===== config.mk =====
export PLATFORM = sky130hd
export DESIGN_NAME = bldcm_period2freq
export DESIGN_NICKNAME = d
export VERILOG_FILES = /design/src/rtl/bldcm_period2freq_pkg.sv /design/src/rtl/bldcm_udiv_seq.sv /design/src/rtl/bldcm_period2freq.sv
export SDC_FILE = /design/constraint.sdc
export NUM_CORES = 1
export LEC_CHECK = 0
export CORE_AREA = 2 2 136 138
export CTS_BUF_LIST = sky130_fd_sc_hd__clkbuf_2
export DETAILED_ROUTE_END_ITERATION = 10
export DIE_AREA = 0 0 138 140
export GPL_ROUTABILITY_DRIVEN = 0
export PLACE_DENSITY = 0.74
export SLEW_MARGIN = 20
export SYNTH_ARGS = -nofsm -noshare
export SYNTH_HDL_FRONTEND = slang
export SYNTH_SLANG_ARGS = --single-unit

===== constraint.sdc =====
create_clock -name iClock -period 6.1 [get_ports iClock]
set_input_delay 0.915 -clock iClock [delete_from_list [all_inputs] [get_ports iClock]]
set_output_delay 0.915 -clock iClock [all_outputs]
set_load 0.02 [all_outputs]

===== src/rtl/bldcm_period2freq_pkg.sv =====
// Shared types and width helper for the commutation-period to frequency converter.
package bldcm_period2freq_pkg;

    typedef enum logic [1:0] {
        ST_IDLE,
        ST_DIV,
        ST_DONE
    } p2f_state_t;

    // Bits needed to hold x, plus one guard bit so the divider's shifted remainder stays in W bits.
    function automatic int mf_bldcm_clog2(input longint unsigned x);
        int              n;
        longint unsigned v;
        n = 0;
        v = x;
        while (v != 0) begin
            v = v >> 1;
            n = n + 1;
        end
        return n + 1;
    endfunction

endpackage


===== src/rtl/bldcm_udiv_seq.sv =====
// Iterative restoring divider: one quotient bit per clock, W clocks per result.
module bldcm_udiv_seq
    import bldcm_period2freq_pkg::*;
#(
    parameter int W = 24
) (
    input  logic         iClock,
    input  logic         iReset_n,
    input  logic         abort_i,
    input  logic         start_i,
    input  logic [W-1:0] numer_i,
    input  logic [W-1:0] denom_i,
    output logic         busy_o,
    output logic         done_o,
    output logic [W-1:0] quot_o
);

    localparam int CW = $clog2(W + 1);

    logic [W-1:0]  rem_q;
    logic [W-1:0]  quot_q;
    logic [W-1:0]  denom_q;
    logic [CW-1:0] iter_q;
    logic          busy_q;
    logic          done_q;

    logic [W:0]    rem_sh;
    logic [W-1:0]  rem_sub;
    logic          fits;

    always_comb begin
        rem_sh  = {rem_q, quot_q[W-1]};
        // Only used when the divisor fits, where the true difference is below denom.
        rem_sub = rem_sh[W-1:0] - denom_q;
        fits    = (rem_sh >= {1'b0, denom_q});
    end

    always_ff @(posedge iClock) begin
        if (!iReset_n || abort_i) begin
            rem_q   <= '0;
            quot_q  <= '0;
            denom_q <= '0;
            iter_q  <= '0;
            busy_q  <= 1'b0;
            done_q  <= 1'b0;
        end else begin
            done_q <= 1'b0;
            if (start_i) begin
                rem_q   <= '0;
                quot_q  <= numer_i;
                denom_q <= denom_i;
                iter_q  <= '0;
                busy_q  <= 1'b1;
            end else if (busy_q) begin
                rem_q  <= fits ? rem_sub : rem_sh[W-1:0];
                quot_q <= {quot_q[W-2:0], fits};
                if (iter_q == CW'(W - 1)) begin
                    busy_q <= 1'b0;
                    done_q <= 1'b1;
                end else begin
                    iter_q <= iter_q + 1'b1;
                end
            end
        end
    end

    assign busy_o = busy_q;
    assign done_o = done_q;
    assign quot_o = quot_q;

endmodule


===== src/rtl/bldcm_period2freq.sv =====
// Measures motor electrical frequency from commutation-step strobes: freq = (clock/steps) / period.
module bldcm_period2freq
    import bldcm_period2freq_pkg::*;
#(
    parameter logic [31:0] pFreqClock        = 32'd50000000,
    parameter logic [2:0]  pTotalPhaseStages = 3'd6,
    parameter logic [31:0] pTimeoutClocks    = pFreqClock / {29'd0, pTotalPhaseStages}
) (
    input  logic        iClock,
    input  logic        iReset_n,
    input  logic        iStep,
    input  logic        iClear,
    output logic [31:0] oFreq,
    output logic        oFreqUpdate,
    output logic        oStopped,
    output logic        oBusy
);

    localparam logic [31:0]  NUM     = pFreqClock / {29'd0, pTotalPhaseStages};
    localparam int           W       = mf_bldcm_clog2(64'(NUM) + 64'd1);
    localparam logic [W-1:0] NUM_W   = NUM[W-1:0];
    localparam logic [W:0]   TIMEOUT = pTimeoutClocks[W:0];

    p2f_state_t   state_q;
    logic         armed_q;
    logic [W-1:0] cnt_q;
    logic         pend_q;
    logic [W-1:0] pend_period_q;
    logic [W-1:0] freq_q;
    logic         upd_q;
    logic         stopped_q;

    logic [W:0]   cnt_inc;
    logic [W-1:0] period_d;
    logic         timeout;
    logic         meas_step;
    logic         div_start;
    logic [W-1:0] div_denom;
    logic         div_abort;
    logic         div_busy;
    logic         div_done;
    logic [W-1:0] div_quot;

    always_comb begin
        cnt_inc   = {1'b0, cnt_q} + {{W{1'b0}}, 1'b1};
        period_d  = cnt_inc[W-1:0];
        timeout   = armed_q && (cnt_inc == TIMEOUT);
        meas_step = iStep && armed_q && !timeout;
        div_start = 1'b0;
        div_denom = period_d;
        // A fresh step beats the stored pending period: only the newest measurement matters.
        if (!timeout) begin
            case (state_q)
                ST_IDLE: div_start = meas_step;
                ST_DONE: begin
                    div_start = meas_step || pend_q;
                    if (!meas_step) div_denom = pend_period_q;
                end
                default: div_start = 1'b0;
            endcase
        end
        div_abort = iClear || timeout;
    end

    always_ff @(posedge iClock) begin
        if (!iReset_n || iClear) begin
            state_q       <= ST_IDLE;
            armed_q       <= 1'b0;
            cnt_q         <= '0;
            pend_q        <= 1'b0;
            pend_period_q <= '0;
            freq_q        <= '0;
            upd_q         <= 1'b0;
            stopped_q     <= 1'b1;
        end else begin
            upd_q <= 1'b0;
            cnt_q <= iStep ? '0 : ((&cnt_q) ? cnt_q : cnt_inc[W-1:0]);
            if (timeout) begin
                // A step landing on the timeout cycle re-arms instead of measuring.
                armed_q   <= iStep;
                freq_q    <= '0;
                stopped_q <= 1'b1;
                upd_q     <= 1'b1;
                pend_q    <= 1'b0;
                state_q   <= ST_IDLE;
            end else begin
                if (iStep) armed_q <= 1'b1;
                case (state_q)
                    ST_IDLE: begin
                        if (div_start) state_q <= ST_DIV;
                    end
                    ST_DIV: begin
                        if (meas_step) begin
                            pend_q        <= 1'b1;
                            pend_period_q <= period_d;
                        end
                        if (div_done) begin
                            state_q   <= ST_DONE;
                            freq_q    <= div_quot;
                            stopped_q <= 1'b0;
                            upd_q     <= 1'b1;
                        end
                    end
                    ST_DONE: begin
                        pend_q  <= 1'b0;
                        state_q <= div_start ? ST_DIV : ST_IDLE;
                    end
                    default: state_q <= ST_IDLE;
                endcase
            end
        end
    end

    bldcm_udiv_seq #(
        .W(W)
    ) u_div (
        .iClock  (iClock),
        .iReset_n(iReset_n),
        .abort_i (div_abort),
        .start_i (div_start),
        .numer_i (NUM_W),
        .denom_i (div_denom),
        .busy_o  (div_busy),
        .done_o  (div_done),
        .quot_o  (div_quot)
    );

    assign oFreq       = {{(32 - W){1'b0}}, freq_q};
    assign oFreqUpdate = upd_q;
    assign oStopped    = stopped_q;
    assign oBusy       = div_busy;

endmodule

Yosys cells after proc, flatten, opt, wreduce, memory -nomap -nowiden

Index checks and enable logic that the tools add are counted.

Flip-flop bits (word level): 157
Output and inout port bits: 35
Input port bits: 4
Logic and storage cells: 75

Eq/ne operators: 7
Order comparisons: 1
Bitwise operators: 3
Reduce and logical (&&, ||, !) cells: 23
Add/subtract/negate cells: 3
Mux-type cells: 23

Operator list:

| cell                                                                     | count |
|---|---|
| 24-bit 2-to-1 mux                                                        | 4 |
| 23-bit 2-to-1 mux                                                        | 2 |
| 24-bit by 1-bit adder with 25-bit output (second input constant)         | 1 |
| 25-bit by 23-bit equality test with 1-bit output (second input constant) | 1 |
| 25-bit by 24-bit greater-or-equal comparator with 1-bit output           | 1 |
| 24-bit AND reduction                                                     | 1 |
| 24-bit subtractor                                                        | 1 |
| 1-bit 2-to-1 mux                                                         | 12 |
| 2-bit AND reduction                                                      | 5 |
| 2-bit one-hot mux with 3 select lines                                    | 1 |
| 2-bit nonzero test                                                       | 3 |
| 2-bit OR reduction                                                       | 3 |
| 5-bit by 1-bit adder with 5-bit output (second input constant)           | 1 |
| 5-bit equality test (second input constant)                              | 1 |
| 1-bit logical OR                                                         | 4 |
| 2-bit 2-to-1 mux                                                         | 2 |
| 2-bit != test (second input constant)                                    | 2 |
| 1-bit one-hot mux with 2 select lines                                    | 2 |
| 1-bit logical AND                                                        | 3 |
| 1-bit NOT                                                                | 3 |
| 3-bit OR reduction                                                       | 1 |
| 2-bit by 1-bit equality test with 1-bit output (second input constant)   | 1 |
| 2-bit equality test (second input constant)                              | 1 |
| 1-bit zero test                                                          | 2 |
| 2 further kinds                                                          | 2 |

Longest topological paths before layout

Gate-level depths: netlist of run 1.

Depth in word-level cells: 10
Depth in mapped cells: 12
Depth with buffers taken out: 11

Modules after synthesis

From an unflattened synthesis of run 1, not the netlist that was laid out.

Cells, all modules: 1,099
Area total of the unflattened synthesis: 8,757.1 um^2

By module, submodules not included:

| module            | times used | cells an instance | area each (um^2) | seq. area each (um^2) |
|---|---|---|---|---|
| bldcm_udiv_seq    | 1          | 594               | 4,667.0          | 1,581.5 |
| bldcm_period2freq | 1          | 505               | 4,090.2          | 1,561.5 |

Least setup slack after synthesis of run 1

Ideal clock, no wire load.

Path kind: reg-to-reg
From: reg u_div.denom_q[5]
To: reg u_div.rem_q[22]
Arrival: 2,851 ps
Cell stages (with the launch flop): 12
Setup time: 91 ps
Data required time: 6,009 ps
Path buffers: 1
Setup slack: 3,158 ps
Cells stage by stage: dfxtp_1 -> inv_1 -> ha_1 -> a211oi_1 -> or2_2 -> a32o_1 -> a21oi_1 -> a31oi_1 -> o211ai_1 -> clkbuf_1 -> o21ai_0 -> a311oi_1

Word-level cells in the longest chain between the ends: 2

Ends and longest elaborated chain:

| element                                                                                                    | RTL line                                   | RTL |
|---|---|---|
| from (decl)                                                                                                | bldcm_udiv_seq.sv:22                       | `logic [W-1:0] denom_q;` |
| from (signal assigned)                                                                                     | bldcm_udiv_seq.sv:51                       | `denom_q <= denom_i;` |
| 24-bit subtractor / 25-bit by 24-bit greater-or-equal comparator with 1-bit output (equally long branches) | bldcm_udiv_seq.sv:34, bldcm_udiv_seq.sv:35 |  |
| 24-bit 2-to-1 mux *                                                                                        | bldcm_udiv_seq.sv:55                       | `rem_q <= fits ? rem_sub : rem_sh[W-1:0];` |
| to (signal assigned)                                                                                       | bldcm_udiv_seq.sv:55                       |  |
| to (decl)                                                                                                  | bldcm_udiv_seq.sv:20                       | `logic [W-1:0] rem_q;` |

Every way passes the cells marked *; elsewhere a longest branch is shown, timed or not.
A chain may end at the register's enable or synchronous reset.

Worst setup path after layout of run 1

From: reg cnt_q[3]
To: reg u_div.iter_q[2]

Word-level cells in the longest chain between the ends: 9

Ends and longest elaborated chain:

| element                                            | RTL line                | RTL |
|---|---|---|
| from (decl)                                        | bldcm_period2freq.sv:26 | `logic [W-1:0] cnt_q;` |
| from (signal assigned)                             | bldcm_period2freq.sv:77 | `cnt_q <= iStep ? '0 : ((&cnt_q) ? cnt_q : cnt_inc[W-1:0]);` |
| 24-bit by 1-bit adder with 25-bit output *         | bldcm_period2freq.sv:45 | `cnt_inc = {1'b0, cnt_q} + {{W{1'b0}}, 1'b1};` |
| 25-bit by 23-bit equality test with 1-bit output * | bldcm_period2freq.sv:47 | `timeout = armed_q && (cnt_inc == TIMEOUT);` |
| 1-bit logical AND *                                | bldcm_period2freq.sv:47 |  |
| 1-bit zero test                                    | -                       |  |
| 1-bit logical AND                                  | bldcm_period2freq.sv:48 | `meas_step = iStep && armed_q && !timeout;` |
| 1-bit logical OR                                   | bldcm_period2freq.sv:56 | `div_start = meas_step \|\| pend_q;` |
| 1-bit one-hot mux with 2 select lines              | bldcm_period2freq.sv:53 | `case (state_q)` |
| 1-bit 2-to-1 mux                                   | bldcm_period2freq.sv:52 | `if (!timeout) begin` |
| 2-bit OR reduction (no line) *                     | -                       |  |
| to (signal assigned)                               | bldcm_udiv_seq.sv:61    | `iter_q <= iter_q + 1'b1;` |
| to (decl)                                          | bldcm_udiv_seq.sv:23    | `logic [CW-1:0] iter_q;` |

Marked as above.

==> summary.txt, run 1 <==
Status
  – Status: complete, no violations

Floorplanning
  – Die X: about 140 microns
  – Placeable Area: 17800 sq um
  – Initial core utilization: 0.444
  – Row count: slightly below 50
  – DIE AREA: around 19000 sq um
  – Die Ht: about 140 microns
  – Top Ports: 39

Yosys
  – Synthesis-stage register bit count: approximately 160
  – Synth area leaders: dfxtp_1, a21oi_1, mux2i_1, nand2_1, a211oi_1
  – Post-Syn Instances: 930
  – Post-synth top area share: 0.398
  – Synth Area per Inst: about 8.5 sq um
  – EDFF count, synth: 0
  – YS warnings: 0
  – Distinct cells, synth: 67
  – Biggest area consumer among synthesized cells: dfxtp_1
  – Post-Syn Area: approximately 7900 sq um
  – Ys flop type: dfxtp_1
  – FFs w/ async S/R, synth: 0
  – Sequential share of the synthesized area: 0.398

Power and ir drop
  – Sw Share: 0.260
  – Pwr per Cell Area: between 200 and 250 nW/um^2
  – Switching power: 0.000444 W
  – Gate power share: 0.058
  – Peak supply drop: 154 uV
  – Reg power frac: 0.606
  – P_leak: ~3 nW
  – Internal power: roughly 0.0013 W
  – Clock power frac: 0.335

Route
  – Routed via count: 6529
  – Vias/cell: about 5.6
  – Iter 0 DRT Violations: just over 500
  – Post-DRT Antenna Nets: 0
  – Drt pass-1 iters: 5
  – Final WL: 17200 microns
  – Residual DRC: 0
  – Wire per inst: roughly 15 microns

Setup path
  – Critical path cell sequence: nand4_1 -> nor4_1 -> mux2i_1 -> a211o_1 -> nor4_4 -> a31o_2 -> or3_1 -> buf_4 -> nor3_1
  – Worst reg-to-reg path cell count: 9
  – Crit path launch: cnt_q[3]
  – Worst path bufs/invs: 1
  – CP peak stage delay: a little under 900 ps
  – R2R Setup Slk: between 1500 and 2000 ps
  – Worst r2r src: cnt_q[3]
  – Crit. End Element: register
  – Critical path class: reg2reg
  – CP max stage cell: a31o_2
  – FF-to-FF End: u_div.iter_q[2]
  – Crit path max fanout: 48
  – CP top delay family: simple AND/OR/NAND/NOR gates
  – WP data required: 6720 ps
  – Critical Path AT: between 4000 and 5000 ps
  – CP startpoint kind: register

Hold path
  – Hold EP: freq_q[12]
  – Hold Path Origin: freq_q[12]
  – Hold crit path type: reg2reg
  – Hold Crit Depth: 2

Clocking
  – Clk Latency, worst-skew pair: approximately 730 ps
  – H-tree Lvls: 4
  – Postcts setup bufs: 0
  – # clock sinks: around 160
  – Clk pin slew, worst setup/hold paths: between 200 and 250 ps
  – CTS resizes: 0
  – Clock Path Buffers: 2
  – CTS buffer count: 17
  – CTS tree: yes
  – Root buf cell: clkbuf_2
  – Hold Buf Count CTS: 0

Layout
  – FF/Latch Area: about 3100 sq um
  – Share of post-route cells with drive strength above 1: 0.0563
  – Syn-to-layout area delta: 8.18%
  – Multi-input gate area in the final layout: about 4300 sq um
  – Layout Nets: 960
  – Layout filler cell count: ~1700
  – Final non-filler cell total: about 1200
  – Most frequent cells in the layout: dfxtp_1, nand2_1, a21oi_1
  – Commonest non-fill, non-tap cell in the layout: dfxtp_1

Global routing
  – Maximum number of pins on one net before global-route repair: roughly 80
  – Initial antenna violation count: 1
  – Global-route wire length before repair: slightly below 30000 microns
  – Vias in the first global route: approximately 6000
  – GRT overflow: 0
  – GRT Resource Usage Total: 0.180

Timing
  – Final hold viol count: 0
  – Slew margin rel.: 0.277
  – Crit path time final: ~4200 ps
  – Slew @ Worst Pin: 1080 ps
  – RSZ-0062 raised after global routing: false
  – Finish-stage setup viols: 0
  – Max Freq: around 0.24 GHz
  – Setup tns final: 0 ps
  – Final period util: 0.695
  – Final Skew: between 20 and 25 ps
  – Slew Limit Fails: 0

Placement
  – Detailed placer's ending HPWL: between 10000 and 15000 microns
  – Dpl cells: approximately 1100
  – Port Buffers: 30

Job
  – Max-cap violation count: 0
## sequential cells by signal (all words and copies together) (netlist names), 2 cells and up
| signal | cells |
|---|---|
| state_q | 2 |
| freq_q | 24 |
| cnt_q | 24 |
| u_div.iter_q | 5 |
| u_div.denom_q | 24 |
| u_div.rem_q | 24 |
| u_div.quot_o | 24 |
| pend_period_q | 24 |
## worst register-to-register path: stages (launching register included)
cell     delay [ps]
dfxtp_1         510
nand4_1         340
nor4_1          800
mux2i_1         210
a211o_1         340
nor4_4          280
a31o_2          890
or3_1           240
buf_4           400
nor3_1          130
## layer usage
metal	track usage	share of wire	vias to the layer above
li1	-	-	3329
met1	0.250	0.49	3035
met2	0.282	0.45	142
met3	0.0397	0.044	23
met4	0.0510	0.016	0
met5	0	0	-
## metrics by stage
step,area (sq um),power [W],utilization,setup slack (ps),hold WS (ps)
after floorplan,7920,0.00114,-,3160,442
after global placement,8260,0.00115,0.465,1810,439
after detailed placement,8290,0.00115,0.466,1630,446
after CTS,8530,0.00173,0.480,1600,457
after global routing,8540,0.00178,0.480,1500,464
final,8540,0.00171,0.480,1860,467
## logic make-up after synthesis
| logic type | after synthesis | share of synthesized area |
|---|---|---|
| compound gates | 231 | 0.197 |
| other cells | 1 | 0.000475 |
| simple gates | 322 | 0.198 |
| mux | 46 | 0.0585 |
| xor+xnor | 40 | 0.0444 |
| flops | 157 | 0.398 |
| buf+inv | 105 | 0.0579 |
| fa+ha+maj | 28 | 0.0454 |
## worst max path at each step
stage | cells after the start | to | slack [ps]
after global placement | 10 | u_div.rem_q[22] | 1810
final | 9 | u_div.iter_q[2] | 1860
after floorplan | 11 | u_div.rem_q[22] | 3160
after CTS | 10 | u_div.rem_q[13] | 1600
after global routing | 9 | u_div.rem_q[13] | 1500
after detailed placement | 10 | u_div.rem_q[9] | 1630
## synth_stat cells, drive strengths merged (2+ instances only)
cell	instances
nor3b	2
nand2b	8
nand3	25
dfxtp	157
mux2i	45
nor2b	4
nand4b	3
xor2	21
and3	7
o21ai	11
clkbuf	39
nor3	14
o211a	2
o31ai	5
a21boi	2
or4	2
o221ai	3
inv	39
and2	8
nand3b	24
a21o	6
xnor2	19
ha	27
a32o	21
o21a	4
and4	3
buf	27
or2	2
nor2	91
o311ai	3
o21bai	2
a311oi	4
o211ai	3
nand4	11
or3	5
a211oi	47
o2111ai	2
a311o	2
nor4	11
a31oi	6
a21oi	96
nand2	101
## final cells by class
class	instances	area share
clock inverter	13	0.0166
sequential	157	0.368
multi-input combinational	675	0.508
timing repair buffer	38	0.0446
clock buffer	19	0.0111
inverter	39	0.0172
tap	229	0.0336
antenna	1	0.000293
## power groups by stage
stage,clock network [W],logic (W),registers (W)
CTS,0.000591,0.0000990,0.00104
detailed placement,0,0.0000986,0.00106
finish,0.000573,0.0000993,0.00104
global placement,0,0.0000978,0.00106
global route,0.000633,0.000110,0.00104
floorplan,0,0.0000843,0.00105
Note: power is estimated with default switching activity, not from simulation.
==> run 2, diff against run 1 <==
Clock period 6.1 ns to 4.4 ns, I/O delays scaled along.
==> summary.txt, run 2 (same netlist as run 1, synthesis figures left out) <==
Timing
  – Setup WS post-layout: 925 ps (-933 ps)
  – Crit path time final: 3480 ps (-767 ps)
  – RSZ-0062 raised after global routing: false
  – Slew @ Worst Pin: 982 ps (-99.3 ps)
  – Max Freq: 0.288 GHz (+22%)
  – Finish-stage setup viols: 0 (unchanged)
  – Final hold viol count: 0 (unchanged)
  – Final period util: 0.790 (+0.0944)
  – Slew Limit Fails: 0 (unchanged)
  – Final Skew: 36.2 ps (+16.0 ps)
  – Setup tns final: 0 ps (unchanged)
  – Slew margin rel.: 0.345 (+0.0688)

Power and ir drop
  – Peak supply drop: 178 uV (+16%)
  – P_leak: 3.04 nW (+0.86%)
  – Pwr per Cell Area: 270 nW/um^2 (+35%)
  – Overall Power: 0.00231 W (+35%)

Clocking
  – CTS resizes: 0 (unchanged)
  – Hold Buf Count CTS: 0 (unchanged)
  – CTS tree: yes
  – Clk Latency, worst-skew pair: 750 ps (+20 ps)
  – Postcts setup bufs: 0 (unchanged)
  – Root buf cell: clkbuf_2
  – H-tree Lvls: 4 (unchanged)
  – # clock sinks: 157 (unchanged)
  – Clock Path Buffers: 2 (unchanged)
  – CTS buffer count: 17 (unchanged)
  – Clk pin slew, worst setup/hold paths: 260 ps (+50 ps)

Placement
  – Dpl cells: 1145 (+0.62%)
  – Pre-CTS WS: 966 ps (-661 ps)
  – Detailed placer's ending HPWL: 12300 microns (+2.7%)
  – Placed Area: 8320 sq um (+0.39%)
  – Port Buffers: 30 (unchanged)

Floorplanning
  – Top Ports: 39 (unchanged)
  – Die Ht: 140 microns (unchanged)
  – Placeable Area: 17800 sq um (unchanged)
  – Row count: 49 (unchanged)
  – Die X: 138 microns (unchanged)
  – Initial core utilization: 0.444 (unchanged)
  – DIE AREA: 19300 sq um (unchanged)

Setup path
  – Critical path class: reg2reg
  – Worst setup endpoint: u_div.denom_q[10]
  – CP peak stage delay: 720 ps (-170 ps)
  – R2R Setup Slk: 920 ps (-930 ps)
  – Critical Path AT: 4160 ps (-700 ps)
  – CP max stage cell: a21oi_2
  – Crit. End Element: register
  – Critical path cell sequence: ha_1 -> nand2_1 -> nor4_1 -> mux2i_1 -> a211o_1 -> nor4_4 -> a31o_2 -> a21oi_2 -> a32o_1
  – Crit path launch: cnt_q[0]
  – WP data required: 5090 ps (-1630 ps)
  – Crit path max fanout: 20 (-58%)
  – FF-to-FF End: u_div.denom_q[10]
  – Worst r2r src: cnt_q[0]
  – CP startpoint kind: register
  – Worst reg-to-reg path cell count: 9 (unchanged)

Layout
  – Most frequent cells in the layout: dfxtp_1, nand2_1, a21oi_1
  – Commonest non-fill, non-tap cell in the layout: dfxtp_1
  – Design area: 8570 sq um (+0.43%)
  – Syn-to-layout area delta: 8.64%
  – Layout Nets: 968 (+0.83%)
  – Share of post-route cells with drive strength above 1: 0.0632 (+0.00690)
  – Layout filler cell count: 1722 (+0.23%)
  – Final non-filler cell total: 1180 (+0.77%)

Global routing
  – Initial antenna violation count: 1 (unchanged)
  – GRT Resource Usage Total: 0.185 (+0.00484)
  – Maximum number of pins on one net before global-route repair: 55 (-30%)
  – GRT overflow: 0 (unchanged)
  – Global-route wire length before repair: 29800 microns (+2.0%)
  – Vias in the first global route: 6109 (+2.5%)

Route
  – Routed via count: 6562 (+0.51%)
  – Vias/cell: 5.56 (-0.26%)
  – Post-DRT Antenna Nets: 0 (unchanged)
  – Residual DRC: 0 (unchanged)
  – Drt pass-1 iters: 6 (+1)
  – Final WL: 17600 microns (+2.1%)
  – Iter 0 DRT Violations: 477 (-5.9%)
  – Wire per inst: 14.9 microns (+1.3%)

Hold path
  – Hold crit path type: reg2reg

Status
  – Status: complete, no violations

Job
  – Max-cap violation count: 0 (unchanged)
run 2: cell types whose count changed in the layout (fill, tap and decap cells not counted):
cell / previous run / this run
nor4_2: 1 / 0
inv_8: 1 / 2
nor4_1: 9 / 10
clkinv_2: 4 / 3
clkinv_4: 2 / 4
inv_6: 2 / 4
clkinv_8: 0 / 1
bufinv_16: 2 / 0
clkinvlp_4: 2 / 1
clkbuf_2: 19 / 17
buf_4: 7 / 15
diode_2: 1 / 2
run 2: cell type report:
| class | count | area, sq um | area share |
|---|---|---|---|
| diodes | 2 | 5.00 | 0.000584 |
| clock buffers | 17 | 85.1 | 0.00993 |
| clock inverters | 15 | 131 | 0.0153 |
| inverters | 39 | 146 | 0.0171 |
| multi-input cells | 675 | 4330 | 0.505 |
| flip-flops and latches | 157 | 3140 | 0.367 |
| well taps | 229 | 287 | 0.0334 |
| repair buffers | 46 | 440 | 0.0514 |
run 2: worst max-delay path, delay by kind of cell, from the launching register on:
family                     cells  cell delay (ps)
adders and majority gates      1              290
AOI/OAI and AO/OA              4             1500
muxes                          1              340
DFF                            1              530
and+or+nand+nor                3              750
run 2: metrics by stage:
step,utilization,hold slack (ps)
final,0.482,468
after global placement,0.468,436
after CTS,0.480,471
after detailed placement,0.468,440
after floorplan,-,442
after global routing,0.482,486
run 2: metal layers:
metal  GRT usage  wire (microns)  vias to the layer above
li1            -               -                     3342
met1       0.247            8610                     3086
met2       0.298            8150                      117
met3      0.0376             566                       17
met4      0.0655             275                        0
met5           0               0                        -
run 2: how the worst min path moves through the flow:
stage	start	end	slack, ps	cells past startpoint
after floorplan	u_div.denom_q[10]	u_div.denom_q[10]	440	1
after global placement	oStopped	oStopped	440	1
after detailed placement	oStopped	oStopped	440	1
after CTS	u_div.quot_o[4]	freq_q[4]	470	2
after global routing	freq_q[12]	freq_q[12]	490	2
final	u_div.quot_o[4]	freq_q[4]	470	2
run 2: power by group:
| part | switching, W | internal, W |
|---|---|---|
| registers | 0.00000662 | 0.00143 |
| clock network | 0.000566 | 0.000169 |
| logic | 0.0000874 | 0.0000523 |
| total | 0.000660 | 0.00165 |
